===== config.mk =====
export PLATFORM = sky130hd
export DESIGN_NAME = branch_resolve_unit_flat
export DESIGN_NICKNAME = d
export VERILOG_FILES = /design/src/rtl/branch_resolve_unit_pkg.sv /design/src/rtl/branch_resolve_unit_if.sv /design/src/rtl/branch_resolve_unit_pred_fifo.sv /design/src/rtl/branch_resolve_unit.sv /design/src/flat_wrapper.sv
export SDC_FILE = /design/constraint.sdc
export NUM_CORES = 1
export LEC_CHECK = 0
export CAP_MARGIN = 5
export CORE_ASPECT_RATIO = 0.7
export CORE_MARGIN = 4
export CORE_UTILIZATION = 49
export CTS_CLUSTER_DIAMETER = 120
export DETAILED_ROUTE_END_ITERATION = 12
export PLACE_DENSITY_LB_ADDON = 0.25
export SETUP_SLACK_MARGIN = 0.2
export SYNTH_ARGS = -nofsm -noshare
export SYNTH_HDL_FRONTEND = slang
export SYNTH_HIERARCHICAL = 1
export SYNTH_SLANG_ARGS = --single-unit

===== constraint.sdc =====
create_clock -name clk_i -period 3.82 [get_ports clk_i]
set_input_delay 0.764 -clock clk_i [delete_from_list [all_inputs] [get_ports clk_i]]
set_output_delay 0.764 -clock clk_i [all_outputs]
set_load 0.01 [all_outputs]

===== src/rtl/branch_resolve_unit_pkg.sv =====
// Shared types and helpers for the branch resolve unit.
// Predictor state encodings match the 2-bit saturating counter in the predictor.
package branch_resolve_unit_pkg;

  typedef enum logic [1:0] {
    SNT = 2'b00,
    WNT = 2'b01,
    WT  = 2'b10,
    ST  = 2'b11
  } pred_state_e;

  localparam int BRU_DEPTH = 4;
  localparam int BRU_AW    = 32;

  // A not-taken branch falls through, so its target is not compared.
  function automatic logic bru_mis(input logic p_taken, input logic r_taken, input logic tgt_eq);
    return (p_taken != r_taken) | (r_taken & ~tgt_eq);
  endfunction

endpackage


===== src/rtl/branch_resolve_unit_if.sv =====
// Fetch/EX/predictor-facing signal bundle of the branch resolve unit.
// Stat counters exist only when BRU_STATS_EN is defined.
interface branch_resolve_unit_if #(parameter int AW = 32);
  logic          pred_valid_i;
  logic          pred_ready_o;
  logic          pred_taken_i;
  logic [AW-1:0] pred_target_i;
  logic          res_valid_i;
  logic          res_taken_i;
  logic [AW-1:0] res_target_i;
  logic          ext_flush_i;
  logic          train_valid_o;
  logic          train_taken_o;
  logic          flush_o;
  logic [AW-1:0] redirect_pc_o;
  logic          err_o;
`ifdef BRU_STATS_EN
  logic [31:0]   stat_br_o;
  logic [31:0]   stat_mis_o;
`endif

  modport slave (
`ifdef BRU_STATS_EN
    output stat_br_o, stat_mis_o,
`endif
    input  pred_valid_i, pred_taken_i, pred_target_i,
    input  res_valid_i, res_taken_i, res_target_i, ext_flush_i,
    output pred_ready_o, train_valid_o, train_taken_o, flush_o, redirect_pc_o, err_o
  );

  modport master (
`ifdef BRU_STATS_EN
    input  stat_br_o, stat_mis_o,
`endif
    output pred_valid_i, pred_taken_i, pred_target_i,
    output res_valid_i, res_taken_i, res_target_i, ext_flush_i,
    input  pred_ready_o, train_valid_o, train_taken_o, flush_o, redirect_pc_o, err_o
  );
endinterface


===== src/rtl/branch_resolve_unit_pred_fifo.sv =====
// In-order FIFO of in-flight predictions; clear wins over push/pop.
// Caller must not push when full or pop when empty.
module bru_pred_fifo #(
  parameter int DEPTH = 4,
  parameter int W     = 33
) (
  input  logic         clk_i,
  input  logic         rst,
  input  logic         push,
  input  logic         pop,
  input  logic         clear,
  input  logic [W-1:0] din,
  output logic [W-1:0] head,
  output logic         full,
  output logic         empty
);
  localparam int PW = $clog2(DEPTH);

  logic [W-1:0]  mem [DEPTH];
  logic [PW-1:0] wptr, rptr;
  logic [PW:0]   count;

  always_ff @(posedge clk_i or posedge rst) begin
    if (rst) begin
      wptr  <= '0;
      rptr  <= '0;
      count <= '0;
    end else if (clear) begin
      wptr  <= '0;
      rptr  <= '0;
      count <= '0;
    end else begin
      if (push) wptr <= wptr + PW'(1);
      if (pop)  rptr <= rptr + PW'(1);
      case ({push, pop})
        2'b10:   count <= count + (PW+1)'(1);
        2'b01:   count <= count - (PW+1)'(1);
        default: ;
      endcase
    end
  end

  always_ff @(posedge clk_i) begin
    if (push && !clear) mem[wptr] <= din;
  end

  assign head  = mem[rptr];
  assign full  = (count == (PW+1)'(DEPTH));
  assign empty = (count == '0);
endmodule


===== src/rtl/branch_resolve_unit.sv =====
// Compares queued fetch predictions with EX outcomes; drives training and mispredict flush.
// Define BRU_STATS_EN to add saturating resolve/mispredict counters.
module branch_resolve_unit
  import branch_resolve_unit_pkg::*;
#(
  parameter int DEPTH = BRU_DEPTH,
  parameter int AW    = BRU_AW
) (
  input  logic                 clk_i,
  input  logic                 rst,
  branch_resolve_unit_if.slave bus
);
  logic [AW:0] head;
  logic        full, empty;
  logic        push, res_hit, mis, clear, flush_set;

  // Ready ignores same-cycle pops so it never depends on res_valid_i.
  assign bus.pred_ready_o = ~full;
  assign push      = bus.pred_valid_i & ~full;
  assign res_hit   = bus.res_valid_i & ~empty;
  assign mis       = res_hit & bru_mis(head[AW], bus.res_taken_i,
                                       head[AW-1:0] == bus.res_target_i);
  assign clear     = mis | bus.ext_flush_i;
  assign flush_set = mis & ~bus.ext_flush_i;

  bru_pred_fifo #(.DEPTH(DEPTH), .W(AW+1)) u_fifo (
    .clk_i (clk_i),
    .rst   (rst),
    .push  (push),
    .pop   (res_hit),
    .clear (clear),
    .din   ({bus.pred_taken_i, bus.pred_target_i}),
    .head  (head),
    .full  (full),
    .empty (empty)
  );

  always_ff @(posedge clk_i or posedge rst) begin
    if (rst) begin
      bus.train_valid_o <= 1'b0;
      bus.train_taken_o <= 1'b0;
      bus.flush_o       <= 1'b0;
      bus.redirect_pc_o <= '0;
      bus.err_o         <= 1'b0;
    end else begin
      bus.train_valid_o <= res_hit;
      bus.flush_o       <= flush_set;
      if (res_hit)   bus.train_taken_o <= bus.res_taken_i;
      if (flush_set) bus.redirect_pc_o <= bus.res_target_i;
      if (bus.res_valid_i && empty) bus.err_o <= 1'b1;
    end
  end

`ifdef BRU_STATS_EN
  always_ff @(posedge clk_i or posedge rst) begin
    if (rst) begin
      bus.stat_br_o  <= '0;
      bus.stat_mis_o <= '0;
    end else begin
      if (res_hit && bus.stat_br_o != '1)    bus.stat_br_o  <= bus.stat_br_o + 32'd1;
      if (flush_set && bus.stat_mis_o != '1) bus.stat_mis_o <= bus.stat_mis_o + 32'd1;
    end
  end
`endif
endmodule


===== src/flat_wrapper.sv =====
// flat-port wrapper written by rule: the top's interface ports become plain ports
module branch_resolve_unit_flat import branch_resolve_unit_pkg::*;
#(
  parameter int DEPTH = BRU_DEPTH,
  parameter int AW    = BRU_AW
)
  (clk_i, rst, bus_pred_valid_i, bus_pred_taken_i, bus_pred_target_i, bus_res_valid_i, bus_res_taken_i, bus_res_target_i, bus_ext_flush_i, bus_pred_ready_o, bus_train_valid_o, bus_train_taken_o, bus_flush_o, bus_redirect_pc_o, bus_err_o);
  branch_resolve_unit_if #(.AW(AW)) bus_i ();
  input  logic clk_i;
  input  logic rst;
  input wire logic [$bits(bus_i.pred_valid_i)-1:0] bus_pred_valid_i;
  input wire logic [$bits(bus_i.pred_taken_i)-1:0] bus_pred_taken_i;
  input wire logic [$bits(bus_i.pred_target_i)-1:0] bus_pred_target_i;
  input wire logic [$bits(bus_i.res_valid_i)-1:0] bus_res_valid_i;
  input wire logic [$bits(bus_i.res_taken_i)-1:0] bus_res_taken_i;
  input wire logic [$bits(bus_i.res_target_i)-1:0] bus_res_target_i;
  input wire logic [$bits(bus_i.ext_flush_i)-1:0] bus_ext_flush_i;
  output wire logic [$bits(bus_i.pred_ready_o)-1:0] bus_pred_ready_o;
  output wire logic [$bits(bus_i.train_valid_o)-1:0] bus_train_valid_o;
  output wire logic [$bits(bus_i.train_taken_o)-1:0] bus_train_taken_o;
  output wire logic [$bits(bus_i.flush_o)-1:0] bus_flush_o;
  output wire logic [$bits(bus_i.redirect_pc_o)-1:0] bus_redirect_pc_o;
  output wire logic [$bits(bus_i.err_o)-1:0] bus_err_o;
  assign bus_i.pred_valid_i = bus_pred_valid_i;
  assign bus_i.pred_taken_i = bus_pred_taken_i;
  assign bus_i.pred_target_i = bus_pred_target_i;
  assign bus_i.res_valid_i = bus_res_valid_i;
  assign bus_i.res_taken_i = bus_res_taken_i;
  assign bus_i.res_target_i = bus_res_target_i;
  assign bus_i.ext_flush_i = bus_ext_flush_i;
  assign bus_pred_ready_o = bus_i.pred_ready_o;
  assign bus_train_valid_o = bus_i.train_valid_o;
  assign bus_train_taken_o = bus_i.train_taken_o;
  assign bus_flush_o = bus_i.flush_o;
  assign bus_redirect_pc_o = bus_i.redirect_pc_o;
  assign bus_err_o = bus_i.err_o;
  branch_resolve_unit #(.DEPTH(DEPTH), .AW(AW)) u_core (.clk_i(clk_i), .rst(rst), .bus(bus_i));
endmodule

After elaboration in Yosys (flattened, before gate mapping)
Memories as Yosys holds them, arrays and structs flattened. Cells that the tools add are included.

Flip-flop bits (word level): 43. Bits in latches: 0. Memory bits (writable): 132. ROM bits: 0. Input port bits: 71. Output and inout bits: 37. Logic and storage cells: 44. Memories kept: 1.

Memories: u_core.u_fifo.mem (depth 4, bits a word 33, read ports 1, clocked after Yosys merged registers in 0, write ports 1, RTL line branch_resolve_unit_pred_fifo.sv:19) `logic [W-1:0] mem [DEPTH];`.

Add/sub/neg operators: 4. Multiply operators: 0. Divide/modulo/power cells: 0. Magnitude comparators: 0. Eq/ne operators: 5. Shifts and indexed selects: 0. Muxes and demuxes: 8. Bitwise gates (word level): 11. Reduce and logical (&&, ||, !) cells: 7.

Operators by type and width (number): 32-bit == test (1); 2-bit 2-to-1 mux (4); 3-bit one-hot mux with 2 select lines (1); 1-bit bitwise AND (5); 2-bit by 1-bit adder with 2-bit output, second input constant (2); 1-bit inverter (4); 2-bit nonzero test (2); 3-bit by 1-bit adder with 3-bit output, second input constant (1); 3-bit == test, second input constant (1); 3-bit logical NOT (1); 3-bit 2-to-1 mux (1); 3-bit nonzero test (1); 3-bit by 1-bit subtractor with 3-bit output, second input constant (1); 2-bit by 1-bit == test with 1-bit output, second input constant (1); 2-bit == test, second input constant (1); 1-bit logical AND (2); 1-bit 2-to-1 mux (2); 1-bit bitwise OR (2); 1-bit logical NOT (1); 1-bit != test (1).

Logic depth before layout (Yosys ltp)
Gate-level depths: netlist of the first run. An unclocked memory read counts as a cell.

Depth in word-level cells: 11. Gate-level depth with buffers: 12. Depth with buffers taken out: 8.

By module
The synthesis of the first run kept the hierarchy.

By module, submodules not included: bru_pred_fifo (instances 1, cells each 217, area each 5256.3 µm², sequential area each 4139.0 µm²); branch_resolve_unit (instances 1, cells each 319, area each 2675.1 µm², sequential area each 900.9 µm²).

Worst setup path before layout of the first run
OpenSTA, ideal clock, no wires.

Path type: reg-to-reg. From: register u_core.u_fifo.rptr[0]. To: memory u_core.u_fifo.mem[0][0], enable pin. Library setup time: 0.393 ns. Arrival: 3.338 ns. Required time: 3.427 ns. Path slack: 0.089 ns. Stages on the path, launching flop included: 13. Clock period less this slack: 3.731 ns. Path through: dfrtp_1 buf_6 buf_12 mux4_2 xnor2_1 nand3_1 or3_1 buf_2 nor3_1 o21bai_1 clkbuf_1 nor2b_1 and2_1.

Word-level cells in the longest chain between the ends: 11. Elaborated cells between the ends (all ways): 12. Those cells by class: eq/ne (2); mux (2); bitwise (5); reduce/logical (2); memory (1).

RTL lines: from (decl) (RTL line branch_resolve_unit_pred_fifo.sv:20) `logic [PW-1:0] wptr, rptr;`; from (signal assigned) (RTL line branch_resolve_unit_pred_fifo.sv:34) `if (pop) rptr <= rptr + PW'(1);`; memory read 4 x 33 bit; named net u_core.head[9] (RTL line branch_resolve_unit.sv:13) `logic [AW:0] head;`; 32-bit == test (RTL line branch_resolve_unit.sv:22) `head[AW-1:0] == bus.res_target_i);`; 1-bit inverter (RTL line branch_resolve_unit_pkg.sv:17) `return (p_taken != r_taken) | (r_taken & ~tgt_eq);`; 1-bit bitwise AND (RTL line branch_resolve_unit_pkg.sv:17); 1-bit bitwise OR (RTL line branch_resolve_unit_pkg.sv:17); 1-bit bitwise AND (RTL line branch_resolve_unit.sv:21) `assign mis = res_hit & bru_mis(head[AW], bus.res_taken_i,`; 1-bit bitwise OR (RTL line branch_resolve_unit.sv:23) `assign clear = mis | bus.ext_flush_i;`; named net u_core.clear (RTL line branch_resolve_unit.sv:15) `logic push, res_hit, mis, clear, flush_set;`; 1-bit logical NOT (RTL line branch_resolve_unit_pred_fifo.sv:44) `if (push && !clear) mem[wptr] <= din;`; 1-bit logical AND (RTL line branch_resolve_unit_pred_fifo.sv:44); 1-bit 2-to-1 mux (RTL line branch_resolve_unit_pred_fifo.sv:44); 1-bit 2-to-1 mux (not written as such) (RTL line branch_resolve_unit_pred_fifo.sv:44); to (decl) (RTL line branch_resolve_unit_pred_fifo.sv:19).

The timed path passes the listed nets, and every way through them passes these cells.

Final worst setup path of the first run
From: register u_core.u_fifo.rptr[0]. To: memory u_core.u_fifo.mem[3][3], enable pin.

Same word-level chain as after synthesis.

==> results of run 1 <==
[flip-flops by register name, summed over array words and instances (netlist names)]
name                      flops
u_core/bus.train_taken_o      1
u_core/bus.train_valid_o      1
u_core/u_fifo/rptr            2
u_core/u_fifo/wptr            2
u_core/bus.redirect_pc_o     32
u_core/u_fifo/count           3
u_core/bus.err_o              1
u_core/u_fifo/mem           132
u_core/bus.flush_o            1
[metal layers]
layer / up-vias / part of all wire [%] / global-route usage [%] / wire [um]
li1: 2295 / - / - / -
met4: 0 / 2.6 / 7.34 / 498
met5: - / 0 / 0 / 0
met1: 2514 / 43 / 31.0 / 8150
met2: 276 / 45 / 30.2 / 8520
met3: 35 / 8.8 / 4.89 / 1660
[final timing paths]
path,from,endpoint,cells past startpoint
worst max-delay path,u_core/u_fifo/rptr[0]$_DFFE_PP0P_,u_core/u_fifo/mem[3][3]$_DFFE_PP_,10
worst min-delay path,u_core/bus.err_o$_DFFE_PP0P_,u_core/bus.err_o$_DFFE_PP0P_,1
worst max register to register,u_core/u_fifo/rptr[0]$_DFFE_PP0P_,u_core/u_fifo/mem[3][3]$_DFFE_PP_,10
min in group asynchronous,rst,u_core/u_fifo/count[1]$_DFFE_PP0P_,2
max in group asynchronous,rst,u_core/bus.redirect_pc_o[5]$_DFFE_PP0P_,3
worst min register to register,u_core/bus.err_o$_DFFE_PP0P_,u_core/bus.err_o$_DFFE_PP0P_,1
[kinds of logic (layout without fill, tap and decap cells)]
| kind of cell | Yosys count | count (layout) |
|---|---|---|
| fa+ha+maj | 5 | 5 |
| simple gates | 134 | 134 |
| compound gates | 100 | 101 |
| buf+inv | 49 | 161 |
| xor+xnor | 37 | 37 |
| mux | 36 | 36 |
| flops | 175 | 175 |
[worst reg2reg max path: stages, from the launching register on]
cell and delay, ps:
dfrtp_2 380, buf_12 270, mux4_2 620, xor2_1 170, nor4_1 380, nand4_1 220
nor3_1 260, o21bai_1 150, nor2b_2 200, and2_2 190, buf_12 220
[through the flow]
step | hold slack [ps] | instance area [sq um] | util [%]
final | 469 | 9840 | 62.7
after global routing | 486 | 9840 | 62.7
after CTS | 477 | 9820 | 62.6
after detailed placement | 462 | 9200 | 58.7
after global placement | 440 | 9200 | 58.7
after floorplan | 493 | 7940 | -
[power by group through the flow]
stage	registers [mW]	logic (mW)	clock network, mW
detailed placement	2.64	2.01	0
floorplan	2.66	1.19	0
global placement	2.61	1.97	0
CTS	2.60	2.02	1.80
global route	2.64	2.20	1.88
finish	2.60	2.03	1.76
[layout make-up]
type / instances / area [sq um]
Fill cell: 1129 / 5850
Timing Repair Buffer: 124 / 1270
Tap cell: 200 / 250
Clock inverter: 15 / 189
Multi-Input combinational cell: 313 / 2640
Sequential cell: 175 / 5040
Clock buffer: 17 / 425
Inverter: 5 / 18.8
[cells in the mapped netlist, drive strengths merged]
library cell  instances
ha                    4
and2                  4
nand4                36
o21bai                1
nor2b                 3
nor3b                35
nand3                33
clkbuf               15
inv                   5
or3                   2
nand2                 2
a21oi                32
nor2                  6
a21o                  1
and2b                 1
o21a                 32
buf                  29
edfxtp              132
xor2                 19
and4                  1
mux2i                 2
xnor2                18
nor4                  4
nor3                  6
mux2                  1
dfrtp                43
fa                    1
mux4                 33
and3b                 1
o21ai                34
[repair_timing]
item | in CTS | in global routing
setup endpoints to repair | 0 | 132
resized for setup | 0 | 2
setup buffers | 0 | 0
==> run summary, run 1 <==
Outcome: finished, final reports clean
# DRC: 0
Combinational power share: 31.8%
Largest net degree at the start of global routing: 66
Average size of a mapped cell: 14.8 sq um
Netlist Area Pre-Place: 7930 sq um
Sw frac: 31.3%
Area share of fa/ha/maj cells after synthesis: 0.883%
Crit-path cells: buf_12 > mux4_2 > xor2_1 > nor4_1 > nand4_1 > nor3_1 > o21bai_1 > nor2b_2 > and2_2 > buf_12
Sum Neg Setup Slack: 0 ps
Fmax: 0.295 GHz
Pins Over Slew Limit: 0
Largest area contributor in the netlist: edfxtp_1
Clock latency on the worst-skew pair: 430 ps
Most common cell after layout, fill and taps aside: edfxtp_1
CP Launch Type: flop
CP arrival: 3500 ps
Hold crit path type: reg2reg
Worst-path maximum fanout: 35
First-pass GRT wire length: 28.7 mm
Setup slack after layout: 435 ps
Tmin final: 3380 ps
Complex-gate fraction of the synthesized area: 7.38%
Buf/Inv on CP: 2
Total inserted antenna cells: 0
Io pins: 108
Longest Clk Path Bufs: 2
PwrDens: 650 nW/um^2
Period utilisation layout: 88.6%
Clk slew on worst S/H paths: 70 ps
Post-synth top area share: 50.0%
Sequential cell fraction of total power: 40.7%
Seq/Total Area, Yosys: 63.5%
Placer Congestion: 0.863
Die width: 160 um
Pint: 4.39 mW
Largest family of logic cells by synthesized area: simple AND/OR/NAND/NOR gates
Leak: 3.27 nW
Layout cell share with drive strength beyond 1: 14.0%
Initial antenna violation count: 0
Slowest-stage cell, CP: mux4_2
Mux cell area share after synthesis: 10.0%
Synth cell types: 36
CP top delay family: simple AND/OR/NAND/NOR gates
Post-synthesis cell count: 536
Worst-Margin Slew: 803 ps
Max-Cap Viols: 0
Ys Warns: 6
CP required: 3940 ps
Post-Place Cells: 816
Pwr Total: 6.39 mW
R2r setup slk: 440 ps
DRT Pass-1 Iters: 5
Grt ovf: 0
Syn_nets: 612
Most frequent cells in the layout: 132 x edfxtp_1, 106 x clkdlybuf4s50_1, 42 x dfrtp_1, 36 x nand4_1, 35 x nor3b_1
HPWL after DPL: 12.2 mm
Clk pwr share: 27.5%
Clock Sinks: 175
Core footprint: 15700 sq um
Final Hold Viols: 0
TritonCTS clock tree: built
Switching pwr: 2.00 mW
Final setup fails: 0
Fin nets: 712
DIE AREA: 18300 sq um
Simple-Gate Fraction of Synth Area: 10.4%
Cts hold-fix bufs: 0
Drt wl/cell: 22.2 um
Root Driver: clkbuf_16
Worst path max stage delay: 590 ps
Largest cells by area after synthesis: edfxtp_1 50%, dfrtp_1 14%, mux4_2 8.0%, nor3b_1 3.3%, o21a_1 3.0%
Post-Synth XOR/XNOR Area: 4.09%
CTS H-tree lvls: 4
Maximum vdd drop: 0.374 mV
Post-route insts no fill: 849
Final clock skew: 14.4 ps
Final ANT Viol Nets: 0
Vias/cell: 6.03
Starting density of the core: 50.6%
Worst setup path class: reg2reg
FF+latch count, synth: 175
Layout area overhead: 24.0%
CTS buffer count: 17
RSZ-0062 raised after global routing: false
Die Y: 114 um
Worst path most repeated cell: buf_12
Setup crit end kind: flop
IO buf count: 107
Drt total wl: 18.8 mm
Routed vias: 5120
Gr usage total: 20.8%
Place WS: 333 ps
Slew HR: 46.5%
DRT iter0 DRCs: 543
Vias in the first global route: 4933
Row cnt: 38
Note: power is estimated with default switching activity, not from simulation.
==> run 2, diff against run 1 <==
--- a/config.mk
+++ b/config.mk
@@ -15,5 +15,4 @@
 export SETUP_SLACK_MARGIN = 0.2
 export SYNTH_ARGS = -nofsm -noshare
 export SYNTH_HDL_FRONTEND = slang
-export SYNTH_HIERARCHICAL = 1
 export SYNTH_SLANG_ARGS = --single-unit
==> run 2 against run 1 <==
Compared with the run above: via count is 20% lower; total power is 13% lower; core utilization is 3.1 points higher; setup slack worse by 120 ps; clock skew is 3.7 ps lower; critical path type unchanged; critical endpoint is now u_core.u_fifo.mem[2][20]$_DFFE_PP_.
==> run summary, run 2 <==
Switching pwr: 1.50 mW (was 2.00 mW)
CP required: 3940 ps (about the same)
Ys Warns: 0 (was 6)
Outcome: finished, final reports clean (unchanged)
Grt ovf: 0 (unchanged)
IO buf count: 107 (unchanged)
Placer Congestion: 0.897 (was 0.863)
Post-route insts no fill: 729 (was 849)
DRT iter0 DRCs: 329 (was 543)
Clk pwr share: 27.8% (was 27.5%)
Combinational power share: 27.0% (was 31.8%)
TritonCTS clock tree: built (unchanged)
Starting density of the core: 51.0% (was 50.6%)
Setup slack after layout: 314 ps (was 435 ps)
Final Hold Viols: 0 (unchanged)
Pins Over Slew Limit: 0 (unchanged)
Top flop regs: u_core.u_fifo.mem x132, u_core.bus.redirect_pc_o x32, u_core.u_fifo.count x3 (was u_core/u_fifo/mem x132, u_core/bus.redirect_pc_o x32, u_core/u_fifo/count x3)
Worst reg-to-reg path cell count: 11 (was 10)
Most common cell after layout, fill and taps aside: edfxtp_1 (unchanged)
Fillcell total: 958 (was 1129)
Sequential cell fraction of total power: 45.2% (was 40.7%)
Row cnt: 36 (was 38)
Place WS: -45.9 ps (was 333 ps)
Layout cell share with drive strength beyond 1: 23.4% (was 14.0%)
Fmax: 0.285 GHz (was 0.295 GHz)
Core footprint: 14100 sq um (was 15700 sq um)
Gr usage total: 19.9% (was 20.8%)
Die Y: 110 um (was 114 um)
Seq/Total Area, Yosys: 69.9% (was 63.5%)
Die width: 153 um (was 160 um)
Clock latency on the worst-skew pair: 420 ps (was 430 ps)
Largest net degree at the start of global routing: 44 (was 66)
Total inserted antenna cells: 0 (unchanged)
Most frequent cells in the layout: 132 x edfxtp_1, 107 x clkdlybuf4s50_1, 42 x dfrtp_1, 26 x mux2_2, 25 x xnor2_1 (was 132 x edfxtp_1, 106 x clkdlybuf4s50_1, 42 x dfrtp_1, 36 x nand4_1, 35 x nor3b_1)
Maximum vdd drop: 0.447 mV (was 0.374 mV)
Post-Place Cells: 692 (was 816)
CTS H-tree lvls: 4 (unchanged)
Most flops, register: u_core.u_fifo.mem (was u_core/u_fifo/mem)
Setup crit end kind: flop (unchanged)
Final clock skew: 10.8 ps (was 14.4 ps)
Pint: 4.05 mW (was 4.39 mW)
CP arrival: 3630 ps (was 3500 ps)
Post-synthesis cell count: 392 (was 536)
Drt wl/cell: 22.4 um (was 22.2 um)
Clock Sinks: 175 (unchanged)
Tmin final: 3510 ps (was 3380 ps)
Fin nets: 603 (was 712)
Register area: 5040 sq um (unchanged)
Max reg flops: 132 (unchanged)
EDFF count, synth: 132 (unchanged)
WHS: 475 ps (was 469 ps)
DIE AREA: 16800 sq um (was 18300 sq um)
Syn_nets: 469 (was 612)
Largest cells by area after synthesis: edfxtp_1 55%, dfrtp_1 15%, mux4_2 6.6%, mux2_2 4.1%, mux2i_1 3.7% (was edfxtp_1 50%, dfrtp_1 14%, mux4_2 8.0%, nor3b_1 3.3%, o21a_1 3.0%)
Hold path depth: 1 (unchanged)
Sum Neg Setup Slack: 0 ps (unchanged)
Worst-path maximum fanout: 20 (was 35)
Longest Clk Path Bufs: 2 (unchanged)
Largest area contributor in the netlist: edfxtp_1 (unchanged)
Synth cell types: 49 (was 36)
Multi-input logic area: 2110 sq um (was 2640 sq um)
Prevailing post-synth register cell: edfxtp_1 (unchanged)
Period utilisation layout: 91.8% (was 88.6%)
# DRC: 0 (unchanged)
Io pins: 108 (unchanged)
Sw frac: 27.1% (was 31.3%)
Drt total wl: 16.3 mm (was 18.8 mm)
Leak: 3.14 nW (was 3.27 nW)
Pwr Total: 5.56 mW (was 6.39 mW)
Worst setup path class: reg2reg (unchanged)
Vias in the first global route: 4240 (was 4933)
First-pass GRT wire length: 24.7 mm (was 28.7 mm)
Final ANT Viol Nets: 0 (unchanged)
Worst-Margin Slew: 1020 ps (was 803 ps)
Root Driver: clkbuf_16 (unchanged)
Netlist Area Pre-Place: 7210 sq um (was 7930 sq um)
Vias/cell: 5.63 (was 6.03)
Post-synth top area share: 55.0% (was 50.0%)
RSZ-0062 raised after global routing: false (unchanged)
Hold crit path type: reg2reg (unchanged)
FF+latch count, synth: 175 (unchanged)
Fraction of registers with async set/reset: 24.6% (unchanged)
Synth top cells by count: 132 x edfxtp_1, 43 x dfrtp_1, 27 x mux2i_1 (was 132 x edfxtp_1, 43 x dfrtp_1, 36 x nand4_1)
Routed vias: 4102 (was 5120)
DRT Pass-1 Iters: 5 (unchanged)
Initial antenna violation count: 0 (unchanged)
Top-count cell post-synth: edfxtp_1 (unchanged)
Slew HR: 32.0% (was 46.5%)
HPWL after DPL: 10.9 mm (was 12.2 mm)
Layout area overhead: 29.0% (was 24.0%)
Final setup fails: 0 (unchanged)
Average size of a mapped cell: 18.4 sq um (was 14.8 sq um)
Clk slew on worst S/H paths: 70 ps (about the same)
CP Launch Type: flop (unchanged)
CTS buffer count: 17 (unchanged)
Max-Cap Viols: 0 (unchanged)
PwrDens: 597 nW/um^2 (was 650 nW/um^2)
==> run 2: cell count changes in the layout (fill, tap and decap cells not counted), moves of 9 or more <==
cell	delta
nor3b_1	-34
nand4_1	-33
a21oi_1	-31
o21a_1	-31
nand3_1	-30
o21ai_0	-29
mux2_2	+25
mux2i_1	+19
xor2_1	-16
mux2_4	+9
==> run 2: power groups by stage <==
| stage | logic, mW | registers (mW) | clock network, mW |
|---|---|---|---|
| finish | 1.50 | 2.51 | 1.54 |
| global route | 1.59 | 2.54 | 1.66 |
| CTS | 1.49 | 2.51 | 1.57 |
| detailed placement | 1.46 | 2.55 | 0 |
| global placement | 1.44 | 2.53 | 0 |
| floorplan | 0.717 | 2.61 | 0 |
==> run 2: final cells by class <==
cell class	instances	area share (%)
sequential	175	54.2
multi-input combinational	190	22.6
timing repair buffer	130	14.4
clock buffer	20	4.69
tap	190	2.56
clock inverter	12	0.982
inverter	12	0.511
==> run 2: final timing paths <==
path                                                   start                                      end  slack (ps)
setup / recovery           u_core.u_fifo.rptr[0]$_DFFE_PP0P_       u_core.u_fifo.mem[2][20]$_DFFE_PP_         310
hold / removal                  u_core.bus.err_o$_DFFE_PP0P_             u_core.bus.err_o$_DFFE_PP0P_         480
setup reg to reg           u_core.u_fifo.rptr[0]$_DFFE_PP0P_       u_core.u_fifo.mem[2][20]$_DFFE_PP_         310
hold reg to reg                 u_core.bus.err_o$_DFFE_PP0P_             u_core.bus.err_o$_DFFE_PP0P_         480
max in group asynchronous                                rst        u_core.u_fifo.rptr[0]$_DFFE_PP0P_        2230
min in group asynchronous                                rst  u_core.bus.redirect_pc_o[4]$_DFFE_PP0P_         900
==> run 2: critical path: stages, from the launching register on <==
cell	delay (ps)
dfrtp_2	440
buf_4	170
bufbuf_16	310
mux4_2	350
a2bb2oi_1	190
o2111ai_1	150
nor4_1	280
o211ai_1	230
o21ba_4	350
a2111oi_4	350
buf_4	220
buf_12	160
==> run 2: cells by family after synthesis <==
kind of cell	synth area share, %
DFF	69.9
muxes	16.2
AOI/OAI and AO/OA	5.17
xor gates and xnor gates	3.40
and+or+nand+nor	2.00
buffers and inverters	2.17
adders and majority gates	1.15
==> run 2: stage by stage <==
step | cell area, sq um | util [%]
global route | 9300 | 65.8
floorplan | 7290 | -
finish | 9300 | 65.8
CTS | 9210 | 65.1
global placement | 8640 | 61.1
detailed placement | 8640 | 61.1
==> run 2: per-layer routing <==
layer	track usage [%]	wire length, um
met5	0	0
met4	6.61	250
met3	4.68	1060
met2	31.0	7490
met1	28.3	7540
==> run 2: what timing repair did <==
item / 4_1_cts / 5_1_grt
setup endpoints to repair: 103 / 132
hold buffers: 0 / 0
pin swaps: 0 / 2
gates cloned: 1 / 2
setup buffers: 0 / 2
resized for setup: 4 / 14
